--- src/rtl/flash_audio_player.sv ---
// flash_audio_player: streams packed PCM words from an Avalon-MM flash read port to the
// audio path at a keyboard-adjustable sample rate.
// Build option FLASH_PLAYER_LOOP_EN: wrap to the opposite end of the clip instead of halting.
module flash_audio_player #(
  parameter int unsigned ADDR_W      = 23,
  parameter int unsigned DATA_W      = 32,
  parameter int unsigned SAMPLE_W    = 16,
  parameter int unsigned START_ADDR  = 0,
  parameter int unsigned END_ADDR    = 'h7FFFF,
  parameter int unsigned DIV_DEFAULT = 2272,
  parameter int unsigned DIV_STEP    = 128,
  parameter int unsigned DIV_MIN     = 568,
  parameter int unsigned DIV_MAX     = 9088
) (
  input  logic                CLK_50M,
  input  logic                RESET_N,
  input  logic [7:0]          kbd_received_ascii_code,
  input  logic                kbd_data_ready,
  input  logic                flash_mem_waitrequest,
  input  logic                flash_mem_readdatavalid,
  input  logic [DATA_W-1:0]   flash_mem_readdata,
  output logic                flash_mem_read,
  output logic [ADDR_W-1:0]   flash_mem_address,
  output logic [SAMPLE_W-1:0] audio_data,
  output logic                audio_valid,
  output logic                playing,
  output logic                direction,
  output logic                underrun
);
  localparam int unsigned N      = DATA_W / SAMPLE_W;
  localparam int unsigned LANE_W = (N > 1) ? $clog2(N) : 1;
  localparam int unsigned DIV_W  = $clog2(DIV_MAX + 1);

  localparam logic [ADDR_W-1:0] ADDR_FIRST = ADDR_W'(START_ADDR);
  localparam logic [ADDR_W-1:0] ADDR_LAST  = ADDR_W'(END_ADDR);
  localparam logic [LANE_W-1:0] LANE_LAST  = LANE_W'(N - 1);
  localparam logic [DIV_W-1:0]  DIV_DEF    = DIV_W'(DIV_DEFAULT);
  localparam logic [DIV_W-1:0]  DIV_LO     = DIV_W'(DIV_MIN);
  localparam logic [DIV_W-1:0]  DIV_HI     = DIV_W'(DIV_MAX);
  localparam logic [DIV_W-1:0]  DIV_ST     = DIV_W'(DIV_STEP);
  localparam logic [DIV_W-1:0]  UP_LIM     = DIV_W'(DIV_MIN + DIV_STEP);
  localparam logic [DIV_W-1:0]  DN_LIM     = DIV_W'(DIV_MAX - DIV_STEP);

  typedef enum logic [2:0] {StIdle, StReq, StWaitData, StPlay, StNext} state_e;

  state_e               state_q, state_d;
  logic [ADDR_W-1:0]    addr_q, addr_d;        // play pointer
  logic [ADDR_W-1:0]    fetch_addr_q, fetch_addr_d; // held stable while a read is pending
  logic [DATA_W-1:0]    word_q, word_d;
  logic                 word_fwd_q, word_fwd_d; // lane order of the buffered word
  logic [LANE_W-1:0]    lane_q, lane_d;
  logic [SAMPLE_W-1:0]  sample_q, sample_d;
  logic                 valid_q, valid_d;
  logic                 playing_q, playing_d;
  logic                 dir_q, dir_d;
  logic                 halted_q, halted_d;    // stopped at clip end, E locked out
  logic                 discard_q, discard_d;  // outstanding response belongs to a restart
  logic                 underrun_q, underrun_d;
  logic [DIV_W-1:0]     div_q, div_d;
  logic [DIV_W-1:0]     div_cur_q;             // divider of the period in progress
  logic [DIV_W-1:0]     cnt_q;
  logic                 kbd_prev_q;

  logic                 kbd_edge, tick, at_end;
  logic [7:0]           key;
  logic [LANE_W-1:0]    lane_idx;
  logic [SAMPLE_W-1:0]  lane_sample;
  logic [ADDR_W-1:0]    addr_step;
  logic cmd_play, cmd_pause, cmd_fwd, cmd_back, cmd_restart, cmd_up, cmd_down, cmd_norm;

  // Folding bit 5 maps upper-case letters onto lower-case ones.
  assign kbd_edge    = kbd_data_ready & ~kbd_prev_q;
  assign key         = kbd_received_ascii_code | 8'h20;
  assign cmd_play    = kbd_edge && (key == 8'h65);
  assign cmd_pause   = kbd_edge && (key == 8'h64);
  assign cmd_fwd     = kbd_edge && (key == 8'h66);
  assign cmd_back    = kbd_edge && (key == 8'h62);
  assign cmd_restart = kbd_edge && (key == 8'h72);
  assign cmd_up      = kbd_edge && (key == 8'h75);
  assign cmd_down    = kbd_edge && (key == 8'h6c);
  assign cmd_norm    = kbd_edge && (key == 8'h6e);

  assign tick        = playing_q && (cnt_q == div_cur_q);
  assign lane_idx    = word_fwd_q ? lane_q : LANE_LAST - lane_q;
  assign lane_sample = word_q[SAMPLE_W*int'(lane_idx) +: SAMPLE_W];
  assign at_end      = dir_q ? (addr_q == ADDR_LAST) : (addr_q == ADDR_FIRST);
  assign addr_step   = dir_q ? addr_q + 1'b1 : addr_q - 1'b1;

  // Sample-rate counter; a new divider is picked up only at reload.
  always_ff @(posedge CLK_50M) begin
    if (!RESET_N) begin
      cnt_q     <= '0;
      div_cur_q <= DIV_DEF;
    end else if (!playing_q || tick) begin
      cnt_q     <= '0;
      div_cur_q <= div_q;
    end else begin
      cnt_q <= cnt_q + 1'b1;
    end
  end

  // Fetch/playback next state; commands are applied after the tick so a coincident tick
  // still runs under the old settings.
  always_comb begin
    state_d      = state_q;
    addr_d       = addr_q;
    fetch_addr_d = fetch_addr_q;
    word_d       = word_q;
    word_fwd_d   = word_fwd_q;
    lane_d       = lane_q;
    sample_d     = sample_q;
    valid_d      = 1'b0;
    playing_d    = playing_q;
    dir_d        = dir_q;
    halted_d     = halted_q;
    discard_d    = discard_q;
    underrun_d   = underrun_q;
    div_d        = div_q;

    if (tick && (state_q != StPlay)) underrun_d = 1'b1;

    unique case (state_q)
      StIdle: begin
        if (playing_q) begin
          state_d      = StReq;
          fetch_addr_d = addr_q;
        end
      end
      StReq: begin
        if (!flash_mem_waitrequest) state_d = StWaitData;
      end
      StWaitData: begin
        if (flash_mem_readdatavalid) begin
          if (discard_q) begin
            discard_d = 1'b0;
            state_d   = StIdle;
          end else begin
            word_d     = flash_mem_readdata;
            word_fwd_d = dir_q;
            lane_d     = '0;
            state_d    = StPlay;
          end
        end
      end
      StPlay: begin
        if (tick) begin
          sample_d = lane_sample;
          valid_d  = 1'b1;
          if (lane_q == LANE_LAST) begin
            lane_d  = '0;
            state_d = StNext;
          end else begin
            lane_d = lane_q + 1'b1;
          end
        end
      end
      StNext: begin
        if (at_end) begin
`ifdef FLASH_PLAYER_LOOP_EN
          addr_d       = dir_q ? ADDR_FIRST : ADDR_LAST;
          fetch_addr_d = dir_q ? ADDR_FIRST : ADDR_LAST;
          state_d      = StReq;
`else
          playing_d = 1'b0;
          halted_d  = 1'b1;
          state_d   = StIdle;
`endif
        end else begin
          addr_d       = addr_step;
          fetch_addr_d = addr_step;
          state_d      = StReq;
        end
      end
      default: state_d = StIdle;
    endcase

    if (cmd_play && !halted_q) playing_d = 1'b1;
    if (cmd_pause) playing_d = 1'b0;
    if (cmd_fwd) begin
      dir_d = 1'b1;
      if (!dir_q) halted_d = 1'b0;
    end
    if (cmd_back) begin
      dir_d = 1'b0;
      if (dir_q) halted_d = 1'b0;
    end
    if (cmd_up) div_d = (div_q < UP_LIM) ? DIV_LO : div_q - DIV_ST;
    if (cmd_down) div_d = (div_q > DN_LIM) ? DIV_HI : div_q + DIV_ST;
    if (cmd_norm) div_d = DIV_DEF;
    if (cmd_restart) begin
      addr_d     = dir_q ? ADDR_FIRST : ADDR_LAST;
      lane_d     = '0;
      underrun_d = 1'b0;
      playing_d  = 1'b1;
      halted_d   = 1'b0;
      // A read still in flight must complete; its data is dropped.
      if ((state_q == StReq) || ((state_q == StWaitData) && !flash_mem_readdatavalid)) begin
        discard_d = 1'b1;
      end else begin
        state_d = StIdle;
      end
    end
  end

  // State registers.
  always_ff @(posedge CLK_50M) begin
    if (!RESET_N) begin
      state_q      <= StIdle;
      addr_q       <= ADDR_FIRST;
      fetch_addr_q <= ADDR_FIRST;
      word_q       <= '0;
      word_fwd_q   <= 1'b1;
      lane_q       <= '0;
      sample_q     <= '0;
      valid_q      <= 1'b0;
      playing_q    <= 1'b0;
      dir_q        <= 1'b1;
      halted_q     <= 1'b0;
      discard_q    <= 1'b0;
      underrun_q   <= 1'b0;
      div_q        <= DIV_DEF;
      kbd_prev_q   <= 1'b0;
    end else begin
      state_q      <= state_d;
      addr_q       <= addr_d;
      fetch_addr_q <= fetch_addr_d;
      word_q       <= word_d;
      word_fwd_q   <= word_fwd_d;
      lane_q       <= lane_d;
      sample_q     <= sample_d;
      valid_q      <= valid_d;
      playing_q    <= playing_d;
      dir_q        <= dir_d;
      halted_q     <= halted_d;
      discard_q    <= discard_d;
      underrun_q   <= underrun_d;
      div_q        <= div_d;
      kbd_prev_q   <= kbd_data_ready;
    end
  end

  assign flash_mem_read    = (state_q == StReq);
  assign flash_mem_address = fetch_addr_q;
  assign audio_data        = playing_q ? sample_q : '0;
  assign audio_valid       = valid_q;
  assign playing           = playing_q;
  assign direction         = dir_q;
  assign underrun          = underrun_q;

endmodule

--- config.mk ---
export PLATFORM = sky130hd
export DESIGN_NAME = flash_audio_player
export DESIGN_NICKNAME = d
export VERILOG_FILES = /design/src/rtl/flash_audio_player.sv
export SDC_FILE = /design/constraint.sdc
export NUM_CORES = 1
export LEC_CHECK = 0
export ABC_AREA = 0
export BUFFER_PORTS_ARGS = -buffer_cell sky130_fd_sc_hd__buf_2
export CAP_MARGIN = 0
export CORE_AREA = 2 2 138 140
export CTS_CLUSTER_DIAMETER = 200
export DETAILED_ROUTE_END_ITERATION = 8
export DIE_AREA = 0 0 140 142
export PLACE_DENSITY = 0.66
export SYNTH_ARGS = -nofsm -noshare
export SYNTH_HDL_FRONTEND = slang
export SYNTH_SLANG_ARGS = --single-unit
--- constraint.sdc ---
create_clock -name CLK_50M -period 4.1 [get_ports CLK_50M]
set_clock_uncertainty 0.2 [all_clocks]
set_input_delay 0.41 -clock CLK_50M [delete_from_list [all_inputs] [get_ports CLK_50M]]
set_output_delay 0.41 -clock CLK_50M [all_outputs]
set_load 0.005 [all_outputs]
## After elaboration in Yosys (flattened, before gate mapping)

Cells that the tools add are included.
Widths: inputs -> output; s select.

| storage, ports and cells | value |
|---|---|
| ROM bits | 0 |
| input port bits | 45 |
| latch bits | 0 |
| flip-flop bits (word level) | 148 |
| output and inout port bits | 44 |
| memories | 0 |
| memory bits (writable) | 0 |
| word-level logic and storage cells | 135 |

| cells by class | value |
|---|---|
| bitwise gates (word level) | 4 |
| divide/modulo/power cells | 0 |
| reduce and logical (&&, ||, !) cells | 36 |
| multiplexer cells | 47 |
| add/sub/neg operators | 7 |
| $lt $le $gt $ge | 2 |
| shift-type cells | 1 |
| equality and inequality tests | 21 |
| $mul | 0 |

Operators with widths:

| cell | count |
|---|---|
| $mux 23 | 5 |
| $eq 7x6->1 const B | 8 |
| $mux 14 | 4 |
| $pmux 23 s2 | 1 |
| $shiftx 32x6->16 | 1 |
| $mux 1 | 25 |
| $add 23x1->23 const B | 1 |
| $eq 23x19->1 const B | 1 |
| $logic_not 23->1 | 1 |
| $sub 23x1->23 const B | 1 |
| $mux 3 | 7 |
| $mux 19 | 1 |
| $mux 16 | 1 |
| $pmux 3 s5 | 1 |
| $add 14x1->14 const B | 1 |
| $add 14x8->14 const B | 1 |
| $eq 14x14->1 | 1 |
| $gt 14x14->1 const B | 1 |
| $lt 14x10->1 const B | 1 |
| $sub 14x8->14 const B | 1 |
| $logic_and 1x1->1 | 12 |
| $ne 2x2->1 const B | 5 |
| $reduce_bool 2->1 | 5 |
| $reduce_and 2->1 | 4 |
| other kinds (18) | 28 |

## Logic depth before layout (Yosys ltp)

| depth | value |
|---|---|
| depth after elaboration | 8 |
| gate-level depth with buffers | 11 |
| gate-level depth less buffers | 10 |

## Least setup slack after synthesis

No wires, ideal clock.

| timing | value |
|---|---|
| path type | flip-flop to flip-flop |
| from | register dir_q, in the netlist direction |
| to | register fetch_addr_q[21], in the netlist flash_mem_address[21] |
| period minus slack after synthesis | 3.084 ns |
| data required time | 3.768 ns |
| data arrival time | 2.752 ns |
| stages on the path, launching flop included | 11 |
| setup time | 0.132 ns |
| slack | 1.016 ns |
| buffers on the path | 0 |
| cells stage by stage | dfxtp_1 inv_1 ha_1 a21o_1 a21oi_1 a21oi_1 o31ai_1 o2bb2ai_1 or3_1 nand3_1 a21oi_1 |

| on the way | value |
|---|---|
| word-level cells in the longest chain between the ends | 3 |
| elaborated cells between the ends (all ways) | 6 |
| classes of those cells | eq/ne: 1; mux: 4; reduce/logical: 1 |

RTL lines:

| item | line | text |
|---|---|---|
| from (decl) | 55 | `logic dir_q, dir_d;` |
| from (signal assigned) | 233 | `dir_q <= dir_d;` |
| $mux 23 or $mux 1 (tied branches) | 87, 86 |  |
| $mux 23 or $ne 2x2->1 (tied branches) | -- |  |
| $pmux 23 s2 or $reduce_and 3->1 (tied branches) | -- |  |
| to (signal assigned) | 226 | `fetch_addr_q <= fetch_addr_d;` |
| to (decl) | 48 | `logic [ADDR_W-1:0] fetch_addr_q, fetch_addr_d;` |

Several ways; a longest one is shown, not always the timed one. The select of a mux whose other input is x is not followed.
A chain may end at the register's enable or synchronous reset.

## Final worst setup path

Ends and elaborated chain as after synthesis.

==> load_flow_metrics.sql <==
INSERT INTO impl_metrics (metric_group, metric, value, unit) VALUES
('layout', 'nets', '1063', ''),
('layout', 'layout.cells.most_common', 'sky130_fd_sc_hd__nand2_1', ''),
('sta', 'worstMarginPinSlew', '1.13', 'ns'),
('pwr', 'power_frac_seq', '44.3', '%'),
('sta', 'worst_hold_slack', '0.0240', 'ns'),
('cts', 'cts.sinks', '140', ''),
('die', 'core_region_area', '18500', 'um^2'),
('layout', 'antenna-diode-count', '0', ''),
('synth', 'post_syn_area_per_cell', '7.94', 'um^2'),
('worst_setup_path', 'crit_path_top_delay_cell', 'sky130_fd_sc_hd__o31ai_1', ''),
('synth', 'synth.yosys.seq_area_share', '38.0', '%'),
('placed_design', 'placed_cells_incl_taps', '1205', ''),
('die', 'dieHeight', '142', 'um'),
('placed_design', 'detailedPlacementHpwl', '12900', 'um'),
('pwr', 'switching_power', '660', 'uW'),
('placed_design', 'port_buffers', '87', ''),
('job', 'cap_viol_max_count', '0', ''),
('grt', 'grt_pass1_wl', '30400', 'um'),
('detailed_routing', 'routed_wl', '18400', 'um'),
('synth', 'netlist_area', '7380', 'um^2'),
('status', 'outcome', 'complete, but fails checks', ''),
('sta', 'setup-tns-final', '0', 'ns'),
('worst_setup_path', 'worst-endpoint-required', '4.18', 'ns'),
('layout', 'layout_common_cells', '162 x sky130_fd_sc_hd__nand2_1, 140 x sky130_fd_sc_hd__dfxtp_1, 91 x sky130_fd_sc_hd__a21oi_1, 87 x sky130_fd_sc_hd__buf_2, 85 x sky130_fd_sc_hd__nor2_1', ''),
('die', 'initial_utilization', '40.0', '%'),
('detailed_routing', 'dr_drc_count', '10', ''),
('synth', 'ys_dominant_reg_cell', 'sky130_fd_sc_hd__dfxtp_1', ''),
('worst_setup_path', 'crit_path_end_kind', 'flip-flop', ''),
('layout', 'layout.cell_area.non_filler', '8590', 'um^2'),
('detailed_routing', 'initial_drc_count', '336', ''),
('cts', 'clock_tree.root_cell', 'sky130_fd_sc_hd__clkbuf_16', ''),
('sta', 'layout_worst_path_cycle_share', '84.0', '%'),
('placed_design', 'placement.cell_area', '7950', 'um^2'),
('worst_setup_path', 'setup.reg_to_reg.worst_slack', '0.65', 'ns'),
('worst_setup_path', 'cp_cell_sequence', 'inv_1 -> buf_4 -> ha_1 -> a21oi_1 -> nand2_1 -> o31ai_1 -> o2bb2ai_1 -> or3_1 -> nand3_1 -> a21oi_1', ''),
('worst_setup_path', 'path_buf_inv', '2', ''),
('worst_setup_path', 'critical-path-max-stage-delay', '0.55', 'ns'),
('sta', 'worst_slew_margin_rel', '24.8', '%'),
('die', 'boundaryPins', '89', ''),
('pwr', 'clockPowerShare', '53.1', '%'),
('worst_setup_path', 'reg2reg_depth', '10', ''),
('die', 'die_area', '19900', 'um^2'),
('sta', 'timing.final.hold_violations', '0', ''),
('detailed_routing', 'route.vias.total', '6763', ''),
('detailed_routing', 'drtPass1Iterations', '7', ''),
('pwr', 'power_density', '360', 'nW/um^2'),
('pwr', 'static_leakage', '3.32', 'nW'),
('layout', 'finalNonFillerCells', '1237', ''),
('detailed_routing', 'routed_via_density', '5.47', ''),
('synth', 'postSynth.asyncResetShare', '0', '%'),
('synth', 'synth_fp_nets', '1002', ''),
('sta', 'slew_violations', '0', ''),
('cts', 'post_cts_resized', '0', ''),
('worst_setup_path', 'cpMostUsedCell', 'sky130_fd_sc_hd__a21oi_1', ''),
('synth', 'synthesized_flop_and_latch_total', '140', ''),
('pwr', 'power.switching_fraction', '21.4', '%'),
('hold_path', 'worst_hold_startpoint', 'flash_mem_readdata[27]', ''),
('placed_design', 'place_congestion', '0.887', ''),
('worst_setup_path', 'r2r-start', 'direction', ''),
('status', 'failing_checks', 'DRC', ''),
('pwr', 'worst_ir_drop_vdd', '317', 'uV'),
('worst_setup_path', 'worst_path_arrival', '3.52', 'ns'),
('synth', 'syn-instance-count', '930', ''),
('layout', 'layout-area-overhead-vs-synth', '16.3', '%'),
('sta', 'achievable-frequency', '0.290', 'GHz'),
('grt', 'number_of_antenna_violations_at_the_first_check_in_global_routing', '0', ''),
('pwr', 'p_int', '2.43', 'mW'),
('worst_setup_path', 'timing.critical_path.fanout_max', '17', ''),
('synth', 'synth-edff-count', '0', ''),
('pwr', 'combPwrFrac', '2.7', '%'),
('sta', 'grt_setup_unrepaired', 'no', '');
## tightest hold or removal path, stage by stage
cell	delay, ns
sky130_fd_sc_hd__buf_2	0.09
sky130_fd_sc_hd__nand2_1	0.05
sky130_fd_sc_hd__a21oi_1	0.05
## through the flow
step           power, mW  setup WS, ns  util (%)
5_1_grt             3.19         0.407      46.5
2_1_floorplan       1.44          1.02         -
4_1_cts             3.12         0.687      46.5
3_3_place_gp        1.48         0.746      43.1
3_5_place_dp        1.48         0.688      43.1
6_report            3.09         0.654      46.5
## cell usage after synthesis, types with 16 or more instances
cell type | count | area [um^2]
sky130_fd_sc_hd__a211oi_1 | 23 | 173
sky130_fd_sc_hd__a21oi_1 | 91 | 455
sky130_fd_sc_hd__a31oi_1 | 24 | 150
sky130_fd_sc_hd__and2_1 | 19 | 119
sky130_fd_sc_hd__clkbuf_1 | 37 | 139
sky130_fd_sc_hd__dfxtp_1 | 140 | 2800
sky130_fd_sc_hd__ha_1 | 26 | 325
sky130_fd_sc_hd__mux2i_1 | 26 | 260
sky130_fd_sc_hd__nand2_1 | 162 | 608
sky130_fd_sc_hd__nand3_1 | 28 | 140
sky130_fd_sc_hd__nor2_1 | 85 | 319
sky130_fd_sc_hd__nor3_1 | 16 | 80.1
sky130_fd_sc_hd__o21ai_0 | 38 | 190
sky130_fd_sc_hd__xnor2_1 | 20 | 175
sky130_fd_sc_hd__xor2_1 | 25 | 219
## per-layer routing
layer | global-route usage [%] | part of all wire [%] | vias up
li1 | - | - | 3422
met1 | 24.7 | 47 | 3093
met2 | 30.8 | 45 | 213
met3 | 4.10 | 6.1 | 35
met4 | 5.85 | 1.9 | 0
met5 | 0 | 0 | -
## logic make-up after synthesis
group / share of synthesized area (%)
flip-flops: 38.0
AND/OR/NAND/NOR: 23.5
multiplexers: 3.53
buffers and inverters: 4.27
adder cells (fa/ha/maj): 4.68
XOR/XNOR: 5.34
AO/OA/AOI/OAI: 20.7
## how the worst min path moves through the flow
stage | endpoint | slack (ns) | cells past startpoint
CTS | word_q[27] | 0.01 | 3
global route | word_q[27] | 0.02 | 3
detailed placement | word_q[10] | 0.25 | 2
global placement | word_q[21] | 0.24 | 2
finish | word_q[27] | 0.02 | 3
floorplan | cnt_q[0] | 0.23 | 1
## cell type report
| cell class | instances | area, um^2 | area share (%) |
|---|---|---|---|
| clock buffer | 18 | 439 | 5.11 |
| clock inverter | 13 | 188 | 2.19 |
| inverter | 14 | 52.6 | 0.612 |
| multi-input combinational | 720 | 4290 | 50.0 |
| sequential | 140 | 2800 | 32.6 |
| tap | 234 | 293 | 3.41 |
| timing repair buffer | 98 | 520 | 6.06 |
## power groups by stage
stage | registers (mW) | logic (mW) | clock network, mW
final | 1.37 | 0.0821 | 1.64
after global routing | 1.37 | 0.0902 | 1.73
after CTS | 1.37 | 0.0823 | 1.67
after detailed placement | 1.40 | 0.0811 | 0
after global placement | 1.40 | 0.0807 | 0
after floorplan | 1.40 | 0.0435 | 0
## flip-flops by register name, indices dropped and copies added, names as in the netlist, 3 cells and up
register and flops:
div_cur_q 10, div_q 10, flash_mem_address 23, addr_q 23, sample_q 16, state_q 3, cnt_q 14, word_q 32
Power figures use the tool's default switching activity.
